`config.mk`:
```
export PLATFORM = sky130hd
export DESIGN_NAME = uart_cmd_led_ctrl
export DESIGN_NICKNAME = d
export VERILOG_FILES = /design/src/rtl/uart_cmd_led_ctrl.sv
export SDC_FILE = /design/constraint.sdc
export NUM_CORES = 1
export LEC_CHECK = 0
export CELL_PAD_IN_SITES_DETAIL_PLACEMENT = 0
export CELL_PAD_IN_SITES_GLOBAL_PLACEMENT = 2
export CORE_AREA = 2 2 109 111
export CTS_BUF_LIST = sky130_fd_sc_hd__clkbuf_16
export DETAILED_ROUTE_END_ITERATION = 16
export DIE_AREA = 0 0 111 113
export HOLD_SLACK_MARGIN = 0.15
export PLACE_DENSITY = 0.75
export SYNTH_ARGS = -nofsm -noshare
export SYNTH_HDL_FRONTEND = slang
export SYNTH_SLANG_ARGS = --single-unit
```
`constraint.sdc`:
```
create_clock -name Clk -period 4.02 [get_ports Clk]
set_clock_uncertainty 0.05 [all_clocks]
set_input_delay 0.402 -clock Clk [delete_from_list [all_inputs] [get_ports Clk]]
set_output_delay 0.402 -clock Clk [all_outputs]
set_load 0.03 [all_outputs]
```
`src/rtl/uart_cmd_led_ctrl.sv`:
```
// uart_cmd_led_ctrl: validates 32-bit UART command frames and drives LEDs in static/blink/run/off modes.
// Optional ack path (ack_data/ack_send_en/ack_tx_done) is built when UART_LED_ACK_EN is defined.
module uart_cmd_led_ctrl #(
  parameter int          CLK_FREQ = 50_000_000,
  parameter int          TICK_MS  = 10,
  parameter int          LED_NUM  = 4,
  parameter logic [7:0]  HEADER   = 8'h55
) (
  input  logic               Clk,
  input  logic               Rst_n,
  input  logic [31:0]        data,
  input  logic               Rx_Done,
  input  logic               timeout_flag,
  output logic [LED_NUM-1:0] led,
  output logic               cmd_valid,
  output logic               cmd_err,
  output logic [2:0]         err_code
`ifdef UART_LED_ACK_EN
  ,
  output logic [7:0]         ack_data,
  output logic               ack_send_en,
  input  logic               ack_tx_done
`endif
);
  localparam int TICK_CYC = CLK_FREQ / 1000 * TICK_MS;
  localparam int TW = TICK_CYC > 1 ? $clog2(TICK_CYC) : 1;
  typedef enum logic [2:0] {IDLE, CHECK, EXEC, ACK, ACK_WAIT} state_t;
  // cmd[1:0] of 01..04 maps directly onto these encodings (04 -> OFF)
  typedef enum logic [1:0] {M_OFF, M_STATIC, M_BLINK, M_RUN} mode_t;
  state_t        state, nxt;
  mode_t         mode;
  logic [31:0]   frame_r;
  logic          to_r, err_f, phase, tick, step, apply;
  logic [2:0]    err_c;
  logic [7:0]    hdr, cmd, arg, chk, per, pcnt;
  logic [TW-1:0] tick_cnt;
  logic [LED_NUM-1:0] pat;
  assign hdr   = frame_r[31:24];
  assign cmd   = frame_r[23:16];
  assign arg   = frame_r[15:8];
  assign chk   = frame_r[7:0];
  assign err_c = to_r ? 3'd1 : hdr != HEADER ? 3'd2 : chk != (hdr ^ cmd ^ arg) ? 3'd3 :
                 (cmd == 8'd0 || cmd > 8'd4) ? 3'd4 : 3'd0;
  assign apply = state == CHECK && err_c == 3'd0;
  assign tick  = tick_cnt == TW'(TICK_CYC - 1);
  assign step  = tick && pcnt + 8'd1 >= per;
  // state register
  always_ff @(posedge Clk or negedge Rst_n)
    if (!Rst_n) state <= IDLE;
    else state <= nxt;
  // next-state logic; frames arriving outside IDLE are simply not picked up
  always_comb begin
    nxt = IDLE;
    case (state)
      IDLE:     nxt = Rx_Done ? CHECK : IDLE;
      CHECK:    nxt = EXEC;
`ifdef UART_LED_ACK_EN
      EXEC:     nxt = ACK;
      ACK:      nxt = ACK_WAIT;
      ACK_WAIT: nxt = ack_tx_done ? IDLE : ACK_WAIT;
`else
      EXEC:     nxt = IDLE;
`endif
      default:  nxt = IDLE;
    endcase
  end
  // outputs decoded from state and the check result latched in CHECK
  always_comb begin
    cmd_valid   = state == EXEC && !err_f;
    cmd_err     = state == EXEC && err_f;
`ifdef UART_LED_ACK_EN
    ack_send_en = state == ACK;
    ack_data    = state != ACK ? 8'h00 : err_f ? (8'hE0 | {5'd0, err_code}) : 8'hA0;
`endif
  end
  // frame capture and check result; err_code only moves on a rejection
  always_ff @(posedge Clk or negedge Rst_n)
    if (!Rst_n) begin
      frame_r  <= '0;
      to_r     <= 1'b0;
      err_f    <= 1'b0;
      err_code <= 3'd0;
    end else begin
      if (state == IDLE && Rx_Done) begin
        frame_r <= data;
        to_r    <= timeout_flag;
      end
      if (state == CHECK) begin
        err_f <= err_c != 3'd0;
        if (err_c != 3'd0) err_code <= err_c;
      end
    end
  // free-running mode time base
  always_ff @(posedge Clk or negedge Rst_n)
    if (!Rst_n) tick_cnt <= '0;
    else tick_cnt <= tick ? '0 : tick_cnt + TW'(1);
  // command application at the CHECK->EXEC edge so led changes together with the pulse
  always_ff @(posedge Clk or negedge Rst_n)
    if (!Rst_n) begin
      mode  <= M_OFF;
      per   <= 8'd0;
      pcnt  <= 8'd0;
      phase <= 1'b0;
      pat   <= '0;
      led   <= '0;
    end else if (apply) begin
      mode  <= mode_t'(cmd[1:0]);
      per   <= arg == 8'd0 ? 8'd1 : arg;
      pcnt  <= 8'd0;
      phase <= 1'b0;
      pat   <= led;
      led   <= cmd == 8'd1 ? arg[LED_NUM-1:0] : cmd == 8'd3 ? LED_NUM'(1) : '0;
    end else if (tick) begin
      pcnt <= step ? 8'd0 : pcnt + 8'd1;
      if (step && mode == M_BLINK) begin
        phase <= !phase;
        led   <= phase ? '0 : pat;
      end
      if (step && mode == M_RUN) led <= (led << 1) | (led >> (LED_NUM - 1));
    end
endmodule

```
==> results of run 1 <==
-- layer usage --
layer	track usage	part of all wire	vias up
met4	0.0858	0.029	0
met2	0.236	0.46	48
met1	0.199	0.48	1373
met5	0	0	-
met3	0.0295	0.035	17
li1	-	-	1383
-- stage by stage --
step | instance area [um2] | setup WS (ns) | total power, mW | utilization
6_report | 5190 | 0.885 | 2.48 | 0.460
5_1_grt | 5190 | 0.637 | 2.62 | 0.460
4_1_cts | 5190 | 0.869 | 2.52 | 0.460
3_5_place_dp | 4830 | 0.887 | 1.54 | 0.429
3_3_place_gp | 4830 | 0.955 | 1.53 | 0.429
2_1_floorplan | 4230 | 1.06 | 1.38 | -
-- worst paths after layout --
kind | slack, ns | depth (start not counted) | start | endpoint
hold reg to reg | 0.43 | 1 | tick_cnt[4] | tick_cnt[4]
min in group asynchronous | 0.59 | 2 | Rst_n | tick_cnt[14]
hold / removal | 0.43 | 1 | tick_cnt[4] | tick_cnt[4]
max in group asynchronous | 2.43 | 3 | Rst_n | frame_r[18]
setup / recovery | 0.88 | 11 | pcnt[0] | led[0]
setup reg to reg | 0.88 | 11 | pcnt[0] | led[0]
-- synthesized netlist by cell type, types with 4 or more instances --
master and instances:
dfrtp_1 85, mux2_2 43, nor2_1 30, nand2_1 26, xnor2_1 26, xor2_1 22
a21oi_1 14, inv_1 12, ha_1 10, nand3_1 10, mux2i_1 8, clkbuf_1 5
mux2_4 5, nand3b_1 5, o21ai_0 5, and3_1 4, nor2b_1 4, nor3b_1 4
o2111ai_1 4
-- flip-flops by register name, indices dropped and copies added (netlist names) --
signal / count
led: 4
pat: 4
phase: 1
err_code: 3
err_f: 1
tick_cnt: 19
mode: 2
to_r: 1
per: 8
state: 2
pcnt: 8
frame_r: 32
-- area by class of cell --
class	count	area, um2
clock buffer	9	225
multi-input combinational	257	2010
clock inverter	7	124
sequential	85	2130
fill	1056	6080
timing repair buffer	49	478
inverter	12	45.0
tap	143	179
-- power by group through the flow --
stage | logic (mW) | clock network [mW] | registers (mW)
after global routing | 0.496 | 1.03 | 1.08
after global placement | 0.451 | 0 | 1.08
after detailed placement | 0.456 | 0 | 1.08
final | 0.448 | 0.967 | 1.07
after CTS | 0.460 | 0.992 | 1.07
after floorplan | 0.309 | 0 | 1.07
-- kinds of logic (layout without fill, tap and decap cells) --
| logic type | Yosys count | after routing |
|---|---|---|
| AOI/OAI and AO/OA | 35 | 35 |
| xor gates and xnor gates | 48 | 48 |
| adders and majority gates | 10 | 10 |
| buffers and inverters | 20 | 77 |
| DFF | 85 | 85 |
| muxes | 56 | 56 |
| and+or+nand+nor | 108 | 108 |
-- placed cells by master (no fill, tap or decap), types with 2 or more instances in the layout --
master           instances
a21boi_0                 2
a21oi_1                 14
a22oi_1                  3
and3_1                   4
and4_1                   2
buf_4                    5
bufinv_16                3
clkbuf_16                9
clkdlybuf4s50_1         43
clkinv_4                 3
dfrtp_1                 85
ha_1                    10
inv_1                   12
mux2_2                  43
mux2_4                   5
mux2i_1                  8
nand2_1                 26
nand2b_1                 2
nand3_1                 10
nand3b_1                 5
nand4_1                  2
nor2_1                  30
nor2b_1                  4
nor3_1                   3
nor3b_1                  3
nor4_1                   3
nor4_2                   3
nor4b_1                  2
nor4bb_1                 2
o2111ai_1                4
o21ai_0                  5
or3_1                    2
xnor2_1                 26
xor2_1                  22
-- worst register-to-register path: stages, from the launching register on --
cell and delay, ns:
dfrtp_1 0.42, ha_1 0.26, nand3_1 0.14, nor2_1 0.07
xor2_1 0.15, ha_1 0.29, and3_1 0.14, o211ai_1 0.20
o21ai_2 0.34, and3_1 0.32, mux2_2 0.37, mux2_4 0.27
==> out/metrics.csv, run 1 <==
stage,metric,value,unit
status,outcome,completed,
timing,hold_viol,0,
power,switching_share,0.265,
cts,clkTransAtPathRegs,0.06,ns
global_routing,antenna_found_initial,0,
logic_synthesis,synthTopCellsByArea,"dfrtp_1 (50%), mux2_2 (11%), xnor2_1 (5.4%), xor2_1 (4.6%), ha_1 (3.0%)",
cts,cts_made_buffers,9,
setup_path,end_kind,flop,
floorplanning,initial_utilization,0.375,
power,cellPowerDensity,478,nW/um2
floorplanning,die_y,113,um
power,p_clk_frac,0.390,
logic_synthesis,syn_area_per_cell,11.7,um2
logic_synthesis,synth-xor-area-share,0.0994,
logic_synthesis,ys_seq_area_frac,0.503,
detailed_routing,drc,0,
worst_hold_path,hp-class,flop to flop,
setup_path,path_max_fanout,7,
setup_path,critPathMaxStageDelay,0.42,ns
power,leakagePower,2.22,nW
place,dp_hpwl,6270,um
floorplanning,fp.coreArea,11300,um2
place,gp_congestion,0.766,
global_routing,grt_pass1_vias,2877,
logic_synthesis,synth_compound_area_frac,0.0547,
cts,cts_buffer_depth,2,
setup_path,critPathLaunchType,flop,
timing,slew_headroom,0.555,
logic_synthesis,yosys.area_share.adder,0.0296,
timing,fin_crit,3.14,ns
power,p_int,1.82,mW
cts,clock_sinks,85,
setup_path,cpMaxStageDelayCell,dfrtp_1,
floorplanning,design.portCount,45,
power,switching_power,658,uW
logic_synthesis,synth_top_area_share,0.503,
run,maxCapViolations,0,
global_routing,grt_first_pass_wirelength,14800,um
cts,root_buffer,clkbuf_16,
timing,tightestPinTransition,0.668,ns
timing,fmax,319,MHz
global_routing,grt_util_all_layers,0.151,
logic_synthesis,yosys.area_share.simple,0.138,
detailed_routing,ant_nets,0,
power,vdd_drop_max,0.285,mV
setup_path,path_cells,"ha_1, nand3_1, nor2_1, xor2_1, ha_1, and3_1, o211ai_1, o21ai_2, and3_1, mux2_2, mux2_4",
floorplanning,rows,39,
cts,ctsResizeCount,0,
detailed_routing,drt_iter0_drc,102,
layout,drive_above_1_share,0.181,
detailed_routing,vias_per_cell,5.02,
logic_synthesis,synth_area,4230,um2
timing,holdWs,0.427,ns
setup_path,crit_arrival,3.32,ns
power,pwr-share-comb,0.181,
global_routing,grt_overflow,0,
layout,area_growth,22.8,%
layout,diodes,0,
layout,fin_cells,562,
global_routing,grt_max_degree,53,
detailed_routing,wl,8610,um
floorplanning,die_x,111,um
logic_synthesis,synth_top_family_by_area,multiplexers,
logic_synthesis,syn_inst,362,
setup_path,criticalPathCategory,flop to flop,
cts,h-tree-depth,3,
logic_synthesis,yosys.cell_types.count,44,
timing,timing.final.max_slew_violations,0,
detailed_routing,drtPass1Iterations,4,
floorplanning,die_area,12500,um2
logic_synthesis,synthMuxAreaShare,0.151,
timing,rsz0062_at_grt,no,
detailed_routing,routedWlPerCell,15.3,um
setup_path,worst-path-buf-inv,0,
cts,cts_tree,yes,
timing,period_share,0.780,
timing,setup_viol,0,
logic_synthesis,synth_ff_type,dfrtp_1,
timing,setup_tns,0,ns
logic_synthesis,async_reset_ff_frac,1.00,
place,portBuffers,44,
setup_path,required,4.20,ns
power,seqPwrFrac,0.430,
cts,clk_latency,0.35,ns
cts,hold_buffers,1,
logic_synthesis,synth_nets,408,
logic_synthesis,yosys.area.top_type,dfrtp_1,
layout,nets,460,
place,placed_cells,545,
logic_synthesis,synth_edf_count,0,
logic_synthesis,ys_ff_latch,85,
cts,cts_setup_buffers,0,
logic_synthesis,yosysWarningCount,0,
setup_path,path_delay_family,simple AND/OR/NAND/NOR gates,
detailed_routing,via_count,2821,
Power figures use the tool's default switching activity.
==> run 2: changes to the inputs <==
==> constraint.sdc (replaced) <==
create_clock -name Clk -period 2.9 [get_ports Clk]
set_clock_uncertainty 0.05 [all_clocks]
set_input_delay 0.29 -clock Clk [delete_from_list [all_inputs] [get_ports Clk]]
set_output_delay 0.29 -clock Clk [all_outputs]
set_load 0.03 [all_outputs]
==> run 2 against run 1 <==
Effect of this change:
- cell area increased by 0.53%
- critical path type unchanged
- setup slack got worse by 0.69 ns
- cell count increased by 1.1%
- sequential power increased by 38%
- register-to-register slack got worse by 0.69 ns
- via count decreased by 2.0%
- total power increased by 35%
==> out/metrics.csv, run 2 (synthesis results as in run 1) <==
stage,metric,value,unit
global_routing,grt_max_degree,86,
cts,clock_sinks,85,
cts,cts_tree,yes,
global_routing,grtUsageMet2,0.228,
timing,setup_viol,0,
setup_path,criticalPathCategory,flop to flop,
floorplanning,die_x,111,um
timing,fmax,370,MHz
timing,tightestPinTransition,1.10,ns
layout,largest_register_ffs,32,
power,switching_share,0.272,
run,maxCapViolations,0,
cts,h-tree-depth,3,
setup_path,required,3.09,ns
setup_path,critPathLaunchType,flop,
floorplanning,die_area,12500,um2
timing,worst_slack,0.197,ns
setup_path,crit_arrival,2.89,ns
layout,fillers,1069,
layout,top_register,frame_r,
floorplanning,design.portCount,45,
power,vdd_drop_max,0.363,mV
floorplanning,rows,39,
detailed_routing,drtPass1Iterations,4,
layout,layout_common_cells,"dfrtp_1 (85), mux2_2 (43), clkdlybuf4s50_1 (43), nor2_1 (30)",
detailed_routing,drc,0,
layout,area_growth,23.4,%
floorplanning,die_y,113,um
setup_path,end_kind,flop,
place,pre_cts_slack,0.124,ns
layout,final_common_cell,dfrtp_1,
cts,clk_latency,0.35,ns
detailed_routing,wl,8680,um
global_routing,grt_use_met3,0.0402,
detailed_routing,drt_iter0_drc,90,
place,dp_hpwl,6030,um
global_routing,grt_pass1_vias,2882,
timing,fin_crit,2.70,ns
global_routing,antenna_found_initial,0,
place,place_area,4880,um2
timing,rsz0062_at_grt,no,
layout,nets,466,
cts,cts_made_buffers,9,
global_routing,use_met1,0.197,
detailed_routing,via_count,2765,
global_routing,top_usage_layer,met2,
timing,hold_viol,0,
timing,timing.final.max_slew_violations,0,
layout,stdcell_area,5220,um2
layout,multiInputGateArea,2020,um2
setup_path,path_max_fanout,6,
floorplanning,fp.coreArea,11300,um2
layout,drive_above_1_share,0.195,
timing,holdWs,0.415,ns
detailed_routing,routedWlPerCell,15.3,um
detailed_routing,vias_per_cell,4.87,
timing,setup_tns,0,ns
cts,root_buffer,clkbuf_16,
status,outcome,completed,
layout,register_area,2130,um2
detailed_routing,ant_nets,0,
power,p_int,2.43,mW
layout,top_regs,"frame_r: 32 flops, tick_cnt: 19 flops",
power,cellPowerDensity,640,nW/um2
layout,diodes,0,
power,p_clk_frac,0.368,
global_routing,grt_util_all_layers,0.149,
timing,slew_headroom,0.264,
floorplanning,initial_utilization,0.375,
power,switching_power,909,uW
place,gp_congestion,0.773,
global_routing,grt_first_pass_wirelength,14500,um
timing,period_share,0.932,
global_routing,grt_overflow,0,
cts,cts_buffer_depth,2,
power,seqPwrFrac,0.444,
cts,clkTransAtPathRegs,0.06,ns
place,portBuffers,44,
layout,fin_util,0.463,
worst_hold_path,hp-class,flop to flop,
power,leakagePower,2.24,nW
power,pwr-share-comb,0.189,
run 2: cell types whose count changed in the layout (fill, tap and decap cells not counted):
cell,before,now
buf_12,0,1
buf_4,5,10
bufinv_16,3,2
clkinv_1,0,1
clkinv_2,0,2
clkinv_4,3,1
ha_1,10,9
ha_2,0,1
o21a_1,1,0
o21a_2,0,1
run 2: what timing repair did:
item	CTS	global route
setup buffers	0	1
resized for setup	0	2
endpoints found under the setup margin	0	1
hold buffers	1	0
hold endpoints to repair	24	0
run 2: cell type report:
class                      count  share of cell area
tap                          143              0.0343
sequential                    85               0.408
multi-input combinational    257               0.386
inverter                      12             0.00863
timing repair buffer          55               0.103
clock buffer                   9              0.0432
clock inverter                 7              0.0173
run 2: per-stage QoR:
step           std cells  total power, mW
2_1_floorplan        362             1.91
6_report             568             3.34
3_3_place_gp         550             2.13
4_1_cts              567             3.40
3_5_place_dp         550             2.13
5_1_grt              568             3.52
run 2: per-layer routing:
metal / wire, um / vias to the layer above
met5: 0 / -
met4: 187 / 0
met3: 284 / 14
met2: 3940 / 37
met1: 4260 / 1326
li1: - / 1388
run 2: path summary, 6_finish.rpt:
kind | start | to | slack [ns] | cells after the start
hold / removal | tick_cnt[4] | tick_cnt[4] | 0.41 | 1
hold reg to reg | tick_cnt[4] | tick_cnt[4] | 0.41 | 1
setup / recovery | pcnt[2] | led[0] | 0.20 | 10
setup reg to reg | pcnt[2] | led[0] | 0.20 | 10
max in group asynchronous | Rst_n | pcnt[5] | 1.45 | 2
min in group asynchronous | Rst_n | tick_cnt[7] | 0.62 | 2
run 2: worst max-delay path: stages (launching register included):
cell	delay (ns)
dfrtp_1	0.41
nand3_1	0.17
nor3_1	0.26
xor2_1	0.24
ha_1	0.30
a21oi_1	0.15
o21a_2	0.21
o21ai_2	0.07
and3_1	0.20
mux2_2	0.26
mux2_4	0.26
run 2: power by group through the flow:
stage	Clock, mW	Sequential, mW	Combinational, mW
global route	1.32	1.50	0.690
CTS	1.27	1.49	0.643
global placement	0	1.50	0.624
floorplan	0	1.49	0.428
detailed placement	0	1.51	0.626
finish	1.23	1.48	0.630
==> run 3: changes to the inputs <==
==> config.mk (replaced) <==
export PLATFORM = sky130hd
export DESIGN_NAME = uart_cmd_led_ctrl
export DESIGN_NICKNAME = d
export VERILOG_FILES = /design/src/rtl/uart_cmd_led_ctrl.sv
export SDC_FILE = /design/constraint.sdc
export NUM_CORES = 1
export LEC_CHECK = 0
export CELL_PAD_IN_SITES_DETAIL_PLACEMENT = 1
export CELL_PAD_IN_SITES_GLOBAL_PLACEMENT = 1
export CORE_AREA = 2 2 106 108
export CTS_BUF_LIST = sky130_fd_sc_hd__clkbuf_4 sky130_fd_sc_hd__clkbuf_8
export DETAILED_ROUTE_END_ITERATION = 16
export DIE_AREA = 0 0 108 110
export HOLD_SLACK_MARGIN = 0.15
export PLACE_DENSITY = 0.68
export SETUP_SLACK_MARGIN = 0.02
export SYNTH_ARGS = -nofsm -noshare
export SYNTH_HDL_FRONTEND = slang
export SYNTH_SLANG_ARGS = --single-unit
==> run 3 against run 2 <==
Effect of this change:
- die area down 5.3%
- critical path depth up 2
- first-iteration DRC count down 11%
- global-route usage up 2.3 points
- wire length up 7.9%
- sequential power about the same
- clock power down 38%
- register-to-register slack worse by 0.06 ns
- cell count up 0.53%
- clock-buffer cell count unchanged
- cell area down 1.2%
- critical endpoint unchanged
==> out/metrics.csv, run 3 (synthesis results as in run 1) <==
stage,metric,value,unit
power,switching_share,0.308,
global_routing,grt_use_met3,0.0335,
detailed_routing,wl,9370,um
detailed_routing,drt_iter0_drc,80,
cts,clk_latency,0.35,ns
floorplanning,die_y,110,um
place,gp_congestion,0.880,
timing,setup_tns,0,ns
detailed_routing,drc,0,
floorplanning,die_area,11900,um2
cts,h-tree-depth,3,
timing,slew_headroom,0.523,
global_routing,grt_pass1_vias,3044,
layout,drive_above_1_share,0.225,
worst_hold_path,hp-class,flop to flop,
timing,timing.final.max_slew_violations,0,
layout,register_area,2130,um2
timing,worst_slack,0.137,ns
layout,multiInputGateArea,2050,um2
floorplanning,initial_utilization,0.395,
global_routing,grt_max_degree,55,
power,pwr-share-comb,0.223,
layout,layout_common_cells,"dfrtp_1 (84), mux2_2 (43), clkdlybuf4s50_1 (43), nor2_1 (28)",
layout,nets,472,
timing,setup_viol,0,
cts,root_buffer,clkbuf_8,
power,p_clk_frac,0.266,
power,switching_power,888,uW
setup_path,required,3.08,ns
setup_path,crit_arrival,2.95,ns
global_routing,grt_first_pass_wirelength,15400,um
global_routing,grt_overflow,0,
global_routing,antenna_found_initial,0,
power,leakagePower,2.19,nW
detailed_routing,via_count,2890,
global_routing,top_usage_layer,met2,
cts,cts_made_buffers,9,
setup_path,path_max_fanout,6,
setup_path,critPathLaunchType,flop,
layout,final_common_cell,dfrtp_1,
floorplanning,design.portCount,45,
setup_path,criticalPathCategory,flop to flop,
detailed_routing,routedWlPerCell,16.4,um
floorplanning,rows,38,
layout,area_growth,22.0,%
cts,clock_sinks,85,
status,outcome,completed,
layout,largest_register_ffs,32,
timing,hold_viol,0,
place,pre_cts_slack,0.0854,ns
layout,fin_cells,571,
place,dp_hpwl,6800,um
layout,fin_util,0.482,
timing,holdWs,0.428,ns
setup_path,end_kind,flop,
power,seqPwrFrac,0.511,
layout,diodes,0,
cts,cts_tree,yes,
global_routing,use_met1,0.226,
floorplanning,fp.coreArea,10700,um2
layout,top_regs,"frame_r: 32 flops, tick_cnt: 19 flops",
timing,fin_crit,2.76,ns
layout,fillers,1156,
power,cellPowerDensity,559,nW/um2
timing,tightestPinTransition,0.716,ns
floorplanning,die_x,108,um
run,maxCapViolations,0,
global_routing,grtUsageMet2,0.276,
detailed_routing,ant_nets,0,
timing,period_share,0.953,
power,p_int,1.99,mW
power,vdd_drop_max,0.321,mV
cts,clkTransAtPathRegs,0.09,ns
layout,top_register,frame_r,
cts,cts_buffer_depth,2,
detailed_routing,vias_per_cell,5.06,
global_routing,grt_util_all_layers,0.171,
timing,fmax,362,MHz
place,placed_cells,549,
place,portBuffers,44,
detailed_routing,drtPass1Iterations,4,
-- run 3: stage by stage --
stage                     power [mW]  cell area (um2)
after CTS                       2.93             5080
after global placement          2.13             4890
final                           2.88             5160
after floorplan                 1.91             4230
after detailed placement        2.15             4890
after global routing            3.05             5160
-- run 3: worst max-delay path, stage by stage, from the launching register on --
cell and delay (ns):
dfrtp_2 0.45, ha_4 0.17, nand3_1 0.12, nor2_2 0.07
xor2_2 0.19, ha_1 0.32, buf_4 0.11, nand2_1 0.04
o21a_2 0.23, o21ai_2 0.08, and3_4 0.21, mux2_2 0.34
mux2_4 0.27
-- run 3: timing repair --
item,in CTS,in global routing
resized for setup,0,10
endpoints found under the setup margin,0,5
endpoints found under the hold margin,52,0
hold buffers,1,0
buffers inserted,0,5
-- run 3: layout make-up --
class | instances | share of cell area
Timing Repair Buffer | 61 | 0.113
Inverter | 12 | 0.00874
Multi-Input combinational cell | 257 | 0.398
Clock inverter | 7 | 0.00971
Sequential cell | 85 | 0.413
Clock buffer | 9 | 0.0240
Tap cell | 140 | 0.0340
-- run 3: final timing paths --
check	startpoint	end	slack, ns	cells after the start
worst max-delay path	pcnt[1]	led[0]	0.14	12
worst min-delay path	tick_cnt[4]	tick_cnt[4]	0.43	1
worst max register to register	pcnt[1]	led[0]	0.14	12
worst min register to register	tick_cnt[4]	tick_cnt[4]	0.43	1
max in group asynchronous	Rst_n	pcnt[1]	1.58	3
min in group asynchronous	Rst_n	tick_cnt[11]	0.47	2
-- run 3: routing by layer --
| metal | wire [um] | share of wire | vias up |
|---|---|---|---|
| li1 | - | - | 1396 |
| met1 | 4310 | 0.46 | 1438 |
| met2 | 4630 | 0.49 | 45 |
| met3 | 298 | 0.032 | 11 |
| met4 | 129 | 0.014 | 0 |
| met5 | 0 | 0 | - |
-- run 3: power groups by stage --
stage | combinational [mW] | clock [mW] | sequential [mW]
2_1_floorplan | 0.428 | 0 | 1.49
3_3_place_gp | 0.633 | 0 | 1.49
3_5_place_dp | 0.652 | 0 | 1.50
4_1_cts | 0.656 | 0.802 | 1.48
5_1_grt | 0.700 | 0.848 | 1.50
6_report | 0.641 | 0.766 | 1.47
==> RTL edit (config.mk and constraints of run 3) <==
Change the parameter `CLK_FREQ` from 50_000_000 to 200_000_000.
--- a/src/rtl/uart_cmd_led_ctrl.sv
+++ b/src/rtl/uart_cmd_led_ctrl.sv
@@ -2,5 +2,5 @@
 // Optional ack path (ack_data/ack_send_en/ack_tx_done) is built when UART_LED_ACK_EN is defined.
 module uart_cmd_led_ctrl #(
-  parameter int          CLK_FREQ = 50_000_000,
+  parameter int          CLK_FREQ = 200_000_000,
   parameter int          TICK_MS  = 10,
   parameter int          LED_NUM  = 4,
Formal check against the unedited RTL: same outputs for any inputs over 10 cycles, from zero or initial values and one cycle with Rst_n low; that may be too few to reach the edited logic, so the function may still have changed.
==> RTL edit against run 3 <==
Worst setup slack got worse by 0.046 ns. Wire length up 2.9%. Largest power group unchanged. Critical endpoint is now pat[3]$_DFFE_PN0N_. Synthesized area increased by 0.30%. Core utilization up 0.39 points. Cell count increased by 3.2%. Sequential cell count rose by 2. Hold slack improved by 0.011 ns. Final area rose by 0.80%. Total power increased by 4.7%.
==> RTL edit: results (changes against run 3) <==
Clock network
  – Insertion delay of the later-clocked pin in the worst-skew pair: 0.37 ns (was 0.35 ns)
  – H-tree depth reported by CTS: 3 (unchanged)

Outcome
  – Outcome: finished, final reports clean (unchanged)

Cells and area
  – Fill cells: 1,192 (was 1,156)
  – Final Net Count: 490 (was 472)
  – Share of final-layout standard cells stronger than drive strength 1: 16.9% (was 22.5%)
  – Largest registers: frame_r (32), tick_cnt (21) (was frame_r (32), tick_cnt (19))

Pwr
  – Leakage: 2.24 nW (was 2.19 nW)
  – Fraction of power spent switching nets: 29.6% (was 30.8%)
  – Power consumed by sequential cells: 0.00152 W (was 0.00147 W)
  – Share of power burned in combinational logic: 20.9% (was 22.3%)
  – Peak ir drop on the vdd network: 0.338 mV (was 0.321 mV)

Global routing
  – Maximum number of pins on one net before global-route repair: 88 (was 55)
  – Global-route wire length before repair: 16,500 um (was 15,400 um)
  – Via count of the first global-routing pass: 3,208 (was 3,044)
  – Aggregate global-route resource usage: 17.9% (was 17.1%)

Yosys
  – Adder-cell share of the synthesized area: 2.95% (was 2.96%)
  – Compound-cell area share of the yosys netlist: 7.17% (was 5.47%)
  – Most used standard cells in the synthesized netlist: 87 x dfrtp_1, 33 x mux2_2, 29 x xnor2_1, 28 x nor2_1, 27 x nand2_1 (was 85 x dfrtp_1, 43 x mux2_2, 30 x nor2_1, 26 x nand2_1, 26 x xnor2_1)
  – Number of distinct library cells after synthesis: 47 (was 44)
  – Xor/xnor share of the synthesized area: 10.3% (was 9.94%)

Worst setup path
  – Slowest cell on crit path: or4_1 (was dfrtp_2)
  – Reg2Reg Depth: 6 (was 12)
  – Reg2reg end: pat[3]$_DFFE_PN0N_ (was led[0]$_DFFE_PN0P_)
  – Cell family with the largest share of critical-path delay: simple AND/OR/NAND/NOR gates (was multiplexers)
  – Delay of the slowest critical-path stage: 0.57 ns (was 0.45 ns)
  – R2r startpoint: frame_r[20]$_DFFE_PN0P_ (was pcnt[1]$_DFFE_PN0P_)
  – Largest fanout on the critical path: 4 (was 6)

STA
  – Worst slew margin relative to its limit: 25.0% (was 52.3%)

Detailed routing
  – Iteration-0 DRC Markers: 130 (was 80)

Placed design
  – Routability congestion estimate: 0.839 (was 0.880)

Worst hold path
  – Start point of the worst min-delay path: pat[2]$_DFFE_PN0N_ (was tick_cnt[4]$_DFF_PN0_)
RTL edit: worst max-delay path by stage:
stage / start / endpoint / slack [ns] / depth (start not counted)
after floorplan: pcnt[0]$_DFFE_PN0P_ / pcnt[5]$_DFFE_PN0P_ / 0.15 / 11
after global placement: frame_r[20]$_DFFE_PN0P_ / pat[1]$_DFFE_PN0N_ / 0.14 / 6
after detailed placement: pcnt[0]$_DFFE_PN0P_ / pcnt[5]$_DFFE_PN0P_ / 0.06 / 11
after CTS: frame_r[20]$_DFFE_PN0P_ / pat[1]$_DFFE_PN0N_ / 0.03 / 6
after global routing: pcnt[0]$_DFFE_PN0P_ / led[1]$_DFFE_PN0P_ / 0.002 / 11
final: frame_r[20]$_DFFE_PN0P_ / pat[3]$_DFFE_PN0N_ / 0.09 / 6
RTL edit: cell type report:
type	count	area [um^2]	share of cell area, %
clock buffers	10	131	2.53
flip-flops and latches	87	2180	41.9
repair buffers	62	593	11.4
well taps	140	175	3.37
inverters	13	48.8	0.939
clock inverters	6	71.3	1.37
multi-input cells	271	2000	38.5
RTL edit: per-stage QoR:
step	worst slack [ns]	hold WS, ns	power [W]	instance area, um^2	cells
2_1_floorplan	0.153	-0.0556	0.00193	4240	381
3_3_place_gp	0.135	0.418	0.00216	4920	568
3_5_place_dp	0.0588	0.421	0.00217	4920	568
4_1_cts	0.0326	0.442	0.00305	5140	585
5_1_grt	0.00172	0.464	0.00319	5200	589
6_report	0.0917	0.439	0.00302	5200	589
RTL edit: routing by layer:
layer	global-route usage [%]	part of all wire (%)	up-vias
li1	-	-	1472
met1	24.6	49	1548
met2	28.8	47	37
met3	3.23	2.4	14
met4	6.04	1.6	0
met5	0	0	-
